--- config.mk ---
export PLATFORM = sky130hd
export DESIGN_NAME = pipe_skid_reg
export DESIGN_NICKNAME = d
export VERILOG_FILES = /design/src/rtl/pipe_skid_reg.sv
export SDC_FILE = /design/constraint.sdc
export NUM_CORES = 1
export LEC_CHECK = 0
export ABC_AREA = 1
export BUFFER_PORTS_ARGS = -buffer_cell sky130_fd_sc_hd__buf_2
export CORE_UTILIZATION = 35
export CTS_BUF_LIST = sky130_fd_sc_hd__clkbuf_8 sky130_fd_sc_hd__clkbuf_16
export DETAILED_ROUTE_END_ITERATION = 10
export GPL_TIMING_DRIVEN = 1
export SYNTH_ARGS = -nofsm -noshare
export SYNTH_HDL_FRONTEND = slang
export SYNTH_SLANG_ARGS = --single-unit
--- constraint.sdc ---
create_clock -name clk -period 6 [get_ports clk]
set_input_delay 0.3 -clock clk [delete_from_list [all_inputs] [get_ports clk]]
set_output_delay 0.3 -clock clk [all_outputs]
set_load 0.1 [all_outputs]
--- src/rtl/pipe_skid_reg.sv ---
// Pipeline stage register with valid/ready handshake and a two-entry skid buffer.
// Supports stall (freeze), flush (squash to bubble) and a saturating kill counter.
module pipe_skid_reg #(
  parameter int unsigned        DATA_W = 64,
  parameter logic [DATA_W-1:0]  BUBBLE = '0,
  parameter int unsigned        CNT_W  = 16
) (
  input  logic              clk,
  input  logic              rst,
  input  logic              in_valid,
  input  logic [DATA_W-1:0] in_data,
  output logic              in_ready,
  output logic              out_valid,
  output logic [DATA_W-1:0] out_data,
  input  logic              out_ready,
  input  logic              stall,
  input  logic              flush,
  output logic [1:0]        occ,
  output logic [CNT_W-1:0]  kill_cnt
);

  localparam int unsigned SUM_W = CNT_W + 2;
  localparam logic [SUM_W-1:0] KILL_MAX = {2'b00, {CNT_W{1'b1}}};

  // The encoding doubles as the occupancy count.
  typedef enum logic [1:0] {
    EMPTY = 2'd0,
    ONE   = 2'd1,
    FULL  = 2'd2
  } state_e;

  state_e              state_q, state_d;
  logic [DATA_W-1:0]   head_q, head_d;
  logic [DATA_W-1:0]   skid_q, skid_d;
  logic [CNT_W-1:0]    kill_q, kill_d;
  logic                in_hs, out_hs;
  logic [SUM_W-1:0]    kill_sum;

  assign occ      = state_q;
  assign kill_cnt = kill_q;

  // Handshake qualifiers depend only on state, stall and rst.
  always_comb begin
    in_ready  = !rst && !stall && (state_q != FULL);
    out_valid = !rst && !stall && (state_q != EMPTY);
    out_data  = (rst || (state_q == EMPTY)) ? BUBBLE : head_q;
  end

  assign in_hs  = in_valid & in_ready;
  assign out_hs = out_valid & out_ready;

  // Entries squashed this cycle: held minus the one leaving, plus the one arriving.
  assign kill_sum = {2'b00, kill_q} + SUM_W'(occ) - SUM_W'(out_hs) + SUM_W'(in_hs);

  always_comb begin
    state_d = state_q;
    head_d  = head_q;
    skid_d  = skid_q;
    kill_d  = kill_q;
    if (flush) begin
      state_d = EMPTY;
      kill_d  = (kill_sum > KILL_MAX) ? {CNT_W{1'b1}} : kill_sum[CNT_W-1:0];
    end else if (!stall) begin
      unique case (state_q)
        EMPTY: begin
          if (in_hs) begin
            head_d  = in_data;
            state_d = ONE;
          end
        end
        ONE: begin
          if (in_hs && out_hs) begin
            head_d = in_data;
          end else if (in_hs) begin
            skid_d  = in_data;
            state_d = FULL;
          end else if (out_hs) begin
            state_d = EMPTY;
          end
        end
        FULL: begin
          if (out_hs) begin
            head_d  = skid_q;
            state_d = ONE;
          end
        end
        default: state_d = EMPTY;
      endcase
    end
  end

  always_ff @(posedge clk) begin
    if (rst) begin
      state_q <= EMPTY;
      kill_q  <= '0;
    end else begin
      state_q <= state_d;
      kill_q  <= kill_d;
    end
  end

  // Payload storage needs no reset; it is masked by the state.
  always_ff @(posedge clk) begin
    head_q <= head_d;
    skid_q <= skid_d;
  end

endmodule

==> results of run 1 <==
## critical path, stage by stage, from the launching register on
cell and delay [ps]:
dfxtp_1 360, nor2_1 160, nor2_1 80, nand3_1 150
inv_1 80, ha_1 280, inv_1 50, fa_1 440
fa_1 480, nand3_1 130, nand3_2 80, nand2_1 100
nand2_2 70, nand2_1 80, nand2_1 60, nand2_2 80
nand3_4 200, nor2_1 160, nor2_1 50
## synthesized netlist by cell type
cell type | instances | area share (%)
a21oi_1 | 12 | 0.84
a21oi_2 | 1 | 0.12
and2_1 | 1 | 0.088
buf_1 | 11 | 0.58
buf_2 | 3 | 0.21
buf_6 | 1 | 0.16
clkbuf_1 | 12 | 0.63
dfxtp_1 | 18 | 5.1
edfxtp_1 | 128 | 54
fa_1 | 2 | 0.56
ha_1 | 18 | 3.2
inv_1 | 142 | 7.5
inv_2 | 1 | 0.053
nand2_1 | 294 | 15
nand2_2 | 5 | 0.44
nand3_1 | 30 | 2.1
nand3_2 | 1 | 0.14
nand3_4 | 1 | 0.25
nand4_1 | 3 | 0.26
nor2_1 | 113 | 6.0
nor2_2 | 1 | 0.088
nor3_1 | 4 | 0.28
o21ai_0 | 17 | 1.2
o21bai_1 | 1 | 0.11
xnor2_1 | 6 | 0.74
## registers in the layout (all words and copies together), names as in the netlist
name / cells
occ: 2
skid_q: 64
head_q: 64
kill_cnt: 16
## worst max-delay path by stage
| stage | from | endpoint | slack [ps] | cells after the start |
|---|---|---|---|---|
| after global placement | occ[1] | kill_cnt[4] | 2890 | 18 |
| final | occ[1] | kill_cnt[13] | 2790 | 18 |
| after floorplan | occ[0] | skid_q[0] | 1100 | 6 |
| after CTS | occ[1] | kill_cnt[15] | 2780 | 18 |
| after global routing | occ[1] | kill_cnt[13] | 2500 | 18 |
| after detailed placement | occ[1] | kill_cnt[15] | 2820 | 18 |
## layer usage
metal  routed length [um]  part of all wire (%)  up-vias
met5                    0                     0        -
met4                  354                   2.1        0
met3                  755                   4.5       24
met2                 7820                    47      138
met1                 7750                    46     2491
li1                     -                     -     2852
## cell families after synthesis
group                      share of synthesized area [%]
DFF                                                 59.0
xor gates and xnor gates                           0.738
AOI/OAI and AO/OA                                   2.27
buffers and inverters                               9.12
and+or+nand+nor                                     25.1
adders and majority gates                           3.73
## final cells by class
class | instances | share of cell area [%]
flip-flops and latches | 146 | 48.2
multi-input cells | 510 | 26.2
repair buffers | 157 | 9.12
inverters | 143 | 6.15
clock buffers | 19 | 5.19
well taps | 265 | 3.80
clock inverters | 13 | 1.28
## power by group
group,leakage (nW),switching (mW),internal [mW]
clock,0.276,0.420,0.591
sequential,1.30,0.0228,1.14
combinational,2.79,0.550,0.210
total,4.37,0.993,1.94
## stage by stage
step | utilization [%] | cell area (um^2) | hold WS [ps]
2_1_floorplan | - | 7130 | 399
3_5_place_dp | 41.4 | 8160 | 494
6_report | 44.2 | 8720 | 71.2
5_1_grt | 44.2 | 8720 | 53.4
3_3_place_gp | 41.4 | 8160 | 490
4_1_cts | 44.2 | 8720 | 56.7
==> flow_summary.yaml, run 1 <==
status:
  run_status: "complete, no violations"
timing:
  worst_slack_ps: 2790
  period_share_pct: 53.4
  min_period_ps: 3210
  rsz0062_at_grt: "false"
  slew_violations: 0
  worst_slew_pin_slew_ps: 1110
  setup_tns_ps: 0
  finalSetupViolations: 0
  final_hold_viol_count: 0
  fmax_mhz: 312
  worst_slew_margin_rel_pct: 25.9
  fin_skew_ps: 11.3
yosys:
  yosys_warnings: 0
  syn_area_per_cell_um2: 8.62
  netlist_area_um2: 7120
  netlist_instances: 826
  ys_ff_latch: 146
  ys_types: 25
  synth_nets: 916
  ys_seq_area_share_pct: 59.0
clocking:
  cts_max_level: 4
  clock_sinks: 146
  post_cts_buffers: 0
  clk_latency_ps: 420
  cts_tree: "done"
  ctsResizeCount: 0
  cts_made_buffers: 17
  ctsLongestPathBuffers: 2
  cts-root-buf: "clkbuf_16"
  cts_hold_buffers: 0
  path_clk_slew_ps: 60
floorplanning:
  design.core.area_um2: 19700
  die_width_um: 145
  die_h_um: 145
  core.rowCount: 51
  dieArea_um2: 20900
  io_pins: 154
  start_util_pct: 36.1
detailed_routing:
  wl_per_cell_um: 13.3
  vias: 5505
  vias_per_cell: 4.39
  first_pass_iters: 4
  finalWirelength_um: 16700
  drc: 0
  ant_nets: 0
  drt-initial-drc-count: 403
finish:
  finalNetCount: 1065
  layout.cells.non_filler: 1253
  regArea_um2: 4200
  antenna_cells: 0
  drive_gt1_share_pct: 20.3
  fill_cells: 1982
  multi_input_comb_area_um2: 2290
  layout_commonest_cell: "nand2_1"
  final_cell_mix: "nand2_1 (293), buf_2 (153), inv_1 (143), edfxtp_1 (128), nor2_1 (112)"
  syn_to_final_growth_pct: 22.5
global_routing:
  met1_usage_pct: 22.5
  grt_pass1_wl_um: 26600
  track_usage_pct: 17.0
  grt_start_max_net_pins: 66
  antenna_found_initial: 0
  met2_usage_pct: 27.1
  busiest_layer: "met2"
  gr-total-overflow: 0
  grt_pass1_vias: 5235
  grt_use_met3_pct: 3.81
worst_setup_path:
  worstSetupPathType: "reg -> reg"
  cp.arrival_ps: 3510
  r2r-end: "kill_cnt[13]"
  rr_startpoint: "occ[1]"
  cp_max_fo: 16
  critPathRequiredTime_ps: 6300
  rrSetupSlack_ps: 2790
  ff2ff_path_depth: 18
  end_kind: "flop"
  cp-start-kind: "flop"
power:
  leakagePower_nw: 4.37
  power_density_nw_per_um2: 336
  ir_drop_v: 0.000201
  finalPower_mw: 2.93
placement:
  io_buffers: 153
  dp.cells: 1221
  post-place-ws_ps: 2820
  dp_hpwl_um: 11300
  gp_congestion: 0.821
hold_path:
  whs_endpoint: "skid_q[8]"
  hold_start: "in_data[8]"
  hold_depth: 1
  hold_path.class: "in -> reg"
run:
  cap_violations: 0
Note: power is estimated with default switching activity, not from simulation.
==> inputs of run 2 (changes only) <==
ABC_AREA = 0   (was 1)
clock period = 2.7 ns   (was 6 ns; I/O delays follow)
==> run 2 against run 1 <==
  * Critical path type unchanged
  * Worst hold slack better by 160 ps
  * Core utilization is 5.4 points higher
  * Fmax is 8.7% higher
  * Final area is 6.8% higher
  * Critical path depth is 5 lower
  * Clock power is 130% higher
  * Via count is 14% lower
  * The flow now finishes with violations (negative setup slack)
  * Sequential share of layout area is 3.0 points lower
  * Setup slack worse by 3000 ps
==> flow_summary.yaml, run 2 <==
clocking:
  ctsLongestPathBuffers: 2
  cts_made_buffers: 17
  cts_tree: "done"
  clk_latency_ps: 410
  cts-root-buf: "clkbuf_16"
  cts_max_level: 4
  clock_sinks: 146
  path_clk_slew_ps: 70
finish:
  final_cell_mix: "buf_2 (153), edfxtp_1 (128), mux2_2 (64), and2_1 (64), dlygate4sd3_1 (64)"
  multi_input_comb_area_um2: 2450
  drive_gt1_share_pct: 42.3
  layout_commonest_cell: "buf_2"
  regArea_um2: 4210
  syn_to_final_growth_pct: 38.7
  fill_cells: 1674
  finalNetCount: 826
  antenna_cells: 0
timing:
  final_hold_viol_count: 0
  worst_slew_margin_rel_pct: 56.3
  rsz0062_at_grt: "true"
  slew_violations: 0
  fin_skew_ps: 10.7
  finalSetupViolations: 16
  fmax_mhz: 339
  min_period_ps: 2950
  period_share_pct: 109
  setup_tns_ps: -3470
  worst_slack_ps: -252
  worst_slew_pin_slew_ps: 656
placement:
  io_buffers: 153
  gp_congestion: 0.817
  post-place-ws_ps: -736
  dp_hpwl_um: 9860
yosys:
  synthArstFlopShare_pct: 0
  synth_top_area_share_pct: 57.3
  yosys.area.top_type: "edfxtp_1"
  ys_types: 39
  synthFlopType: "edfxtp_1"
  netlist_area_um2: 6710
  yosysMostFrequentCell: "edfxtp_1"
  syn_area_per_cell_um2: 13.8
  ys_top_cells_by_count: "edfxtp_1 (128), and2_1 (65), mux2_2 (64)"
  yosys_warnings: 0
  ys_ff_latch: 146
  ys_seq_area_share_pct: 62.6
  synthTopCellsByArea: "edfxtp_1 (57%), mux2_2 (11%), and2_1 (6.1%)"
  synth_edf_count: 128
  netlist_instances: 488
  synth_nets: 578
global_routing:
  grt_pass1_wl_um: 25900
  grt_start_max_net_pins: 66
  gr-total-overflow: 0
  grt_pass1_vias: 5062
  track_usage_pct: 16.9
  antenna_found_initial: 0
worst_setup_path:
  cp_max_fo: 8
  ff2ff_path_depth: 13
  cp_top_family: "compound AO/OA/AOI/OAI gates"
  worstSetupPathType: "reg -> reg"
  r2r-end: "kill_cnt[8]"
  rrSetupSlack_ps: -250
  crit_chain: "nor2_4, nor3_2, ha_1, inv_1, fa_2, fa_2, a211oi_2, nor2_1, o211a_1, o21ai_2, a21oi_2, o211a_4, a211oi_2"
  cp-start-kind: "flop"
  end_kind: "flop"
  critPathRequiredTime_ps: 3040
  crit_buf_inv: 1
  cp.arrival_ps: 3290
  max_stage_delay_ps: 360
  crit_path_top_delay_cell: "fa_2"
  rr_startpoint: "occ[0]"
power:
  ir_drop_v: 0.000461
  power_density_nw_per_um2: 694
  leakagePower_nw: 3.78
floorplanning:
  dieArea_um2: 19700
  start_util_pct: 35.8
  die_width_um: 140
  die_h_um: 140
  design.core.area_um2: 18800
  core.rowCount: 50
  io_pins: 154
detailed_routing:
  drc: 0
  vias_per_cell: 4.83
  finalWirelength_um: 15900
  vias: 4745
  ant_nets: 0
  first_pass_iters: 4
  drt-initial-drc-count: 209
  wl_per_cell_um: 16.2
run:
  cap_violations: 0
status:
  run_status: "complete, but fails checks"
  violations: "negative setup slack"
hold_path:
  whs_endpoint: "kill_cnt[0]"
  hold_start: "rst"
  hold_depth: 3
  hold_path.class: "in -> reg"
[run 2: how the worst max path moves through the flow]
stage,startpoint,end,slack [ps],depth (start not counted)
finish,occ[0],kill_cnt[8],-250,13
global route,occ[0],kill_cnt[8],-380,13
CTS,occ[0],kill_cnt[8],-270,13
floorplan,occ[1],kill_cnt[10],-820,16
global placement,stall,kill_cnt[0],-630,14
detailed placement,stall,kill_cnt[3],-740,14
[run 2: through the flow]
stage | hold slack (ps) | instance area, um^2 | power (mW) | utilization, % | cells
after global placement | 327 | 7980 | 4.02 | 42.5 | 881
after floorplan | 234 | 6810 | 3.70 | - | 488
after CTS | 199 | 9280 | 6.52 | 49.5 | 981
final | 232 | 9310 | 6.47 | 49.6 | 983
after global routing | 247 | 9310 | 6.76 | 49.6 | 983
after detailed placement | 327 | 7980 | 4.05 | 42.5 | 881
[run 2: kinds of logic after synthesis]
group / Yosys count / synth area share, %
mux: 64 / 10.7
compound gates: 74 / 8.33
simple gates: 123 / 9.77
xor+xnor: 14 / 1.83
flops: 146 / 62.6
buf+inv: 47 / 2.74
fa+ha+maj: 20 / 3.95
[run 2: report_power, final]
part / internal, mW / switching (mW)
registers: 2.51 / 0.0527
logic: 0.599 / 0.991
clock network: 1.30 / 1.01
total: 4.41 / 2.05
[run 2: final cells by class]
cell class	count	area share, %
tap	234	3.14
timing repair buffer	247	17.9
inverter	28	1.16
clock inverter	15	1.61
sequential	146	45.2
clock buffer	17	4.57
multi-input combinational	296	26.4
[run 2: what timing repair did]
item	CTS	global route
pin swaps	10	6
hold endpoints to repair	64	0
gates resized for setup	12	3
hold buffers	64	0
setup buffers	3	2
cloned	1	0
endpoints found under the setup margin	16	80
[run 2: per-layer routing]
| metal | GRT usage (%) | up-vias | share of wire, % |
|---|---|---|---|
| met5 | 0 | - | 0 |
| met4 | 6.41 | 0 | 1.3 |
| met3 | 3.73 | 15 | 4.2 |
| met2 | 29.5 | 128 | 50 |
| met1 | 20.4 | 2314 | 44 |
| li1 | - | 2288 | - |
[run 2: worst min-delay path: stages]
cell and delay [ps]:
buf_2 90, buf_4 320, a211oi_2 50
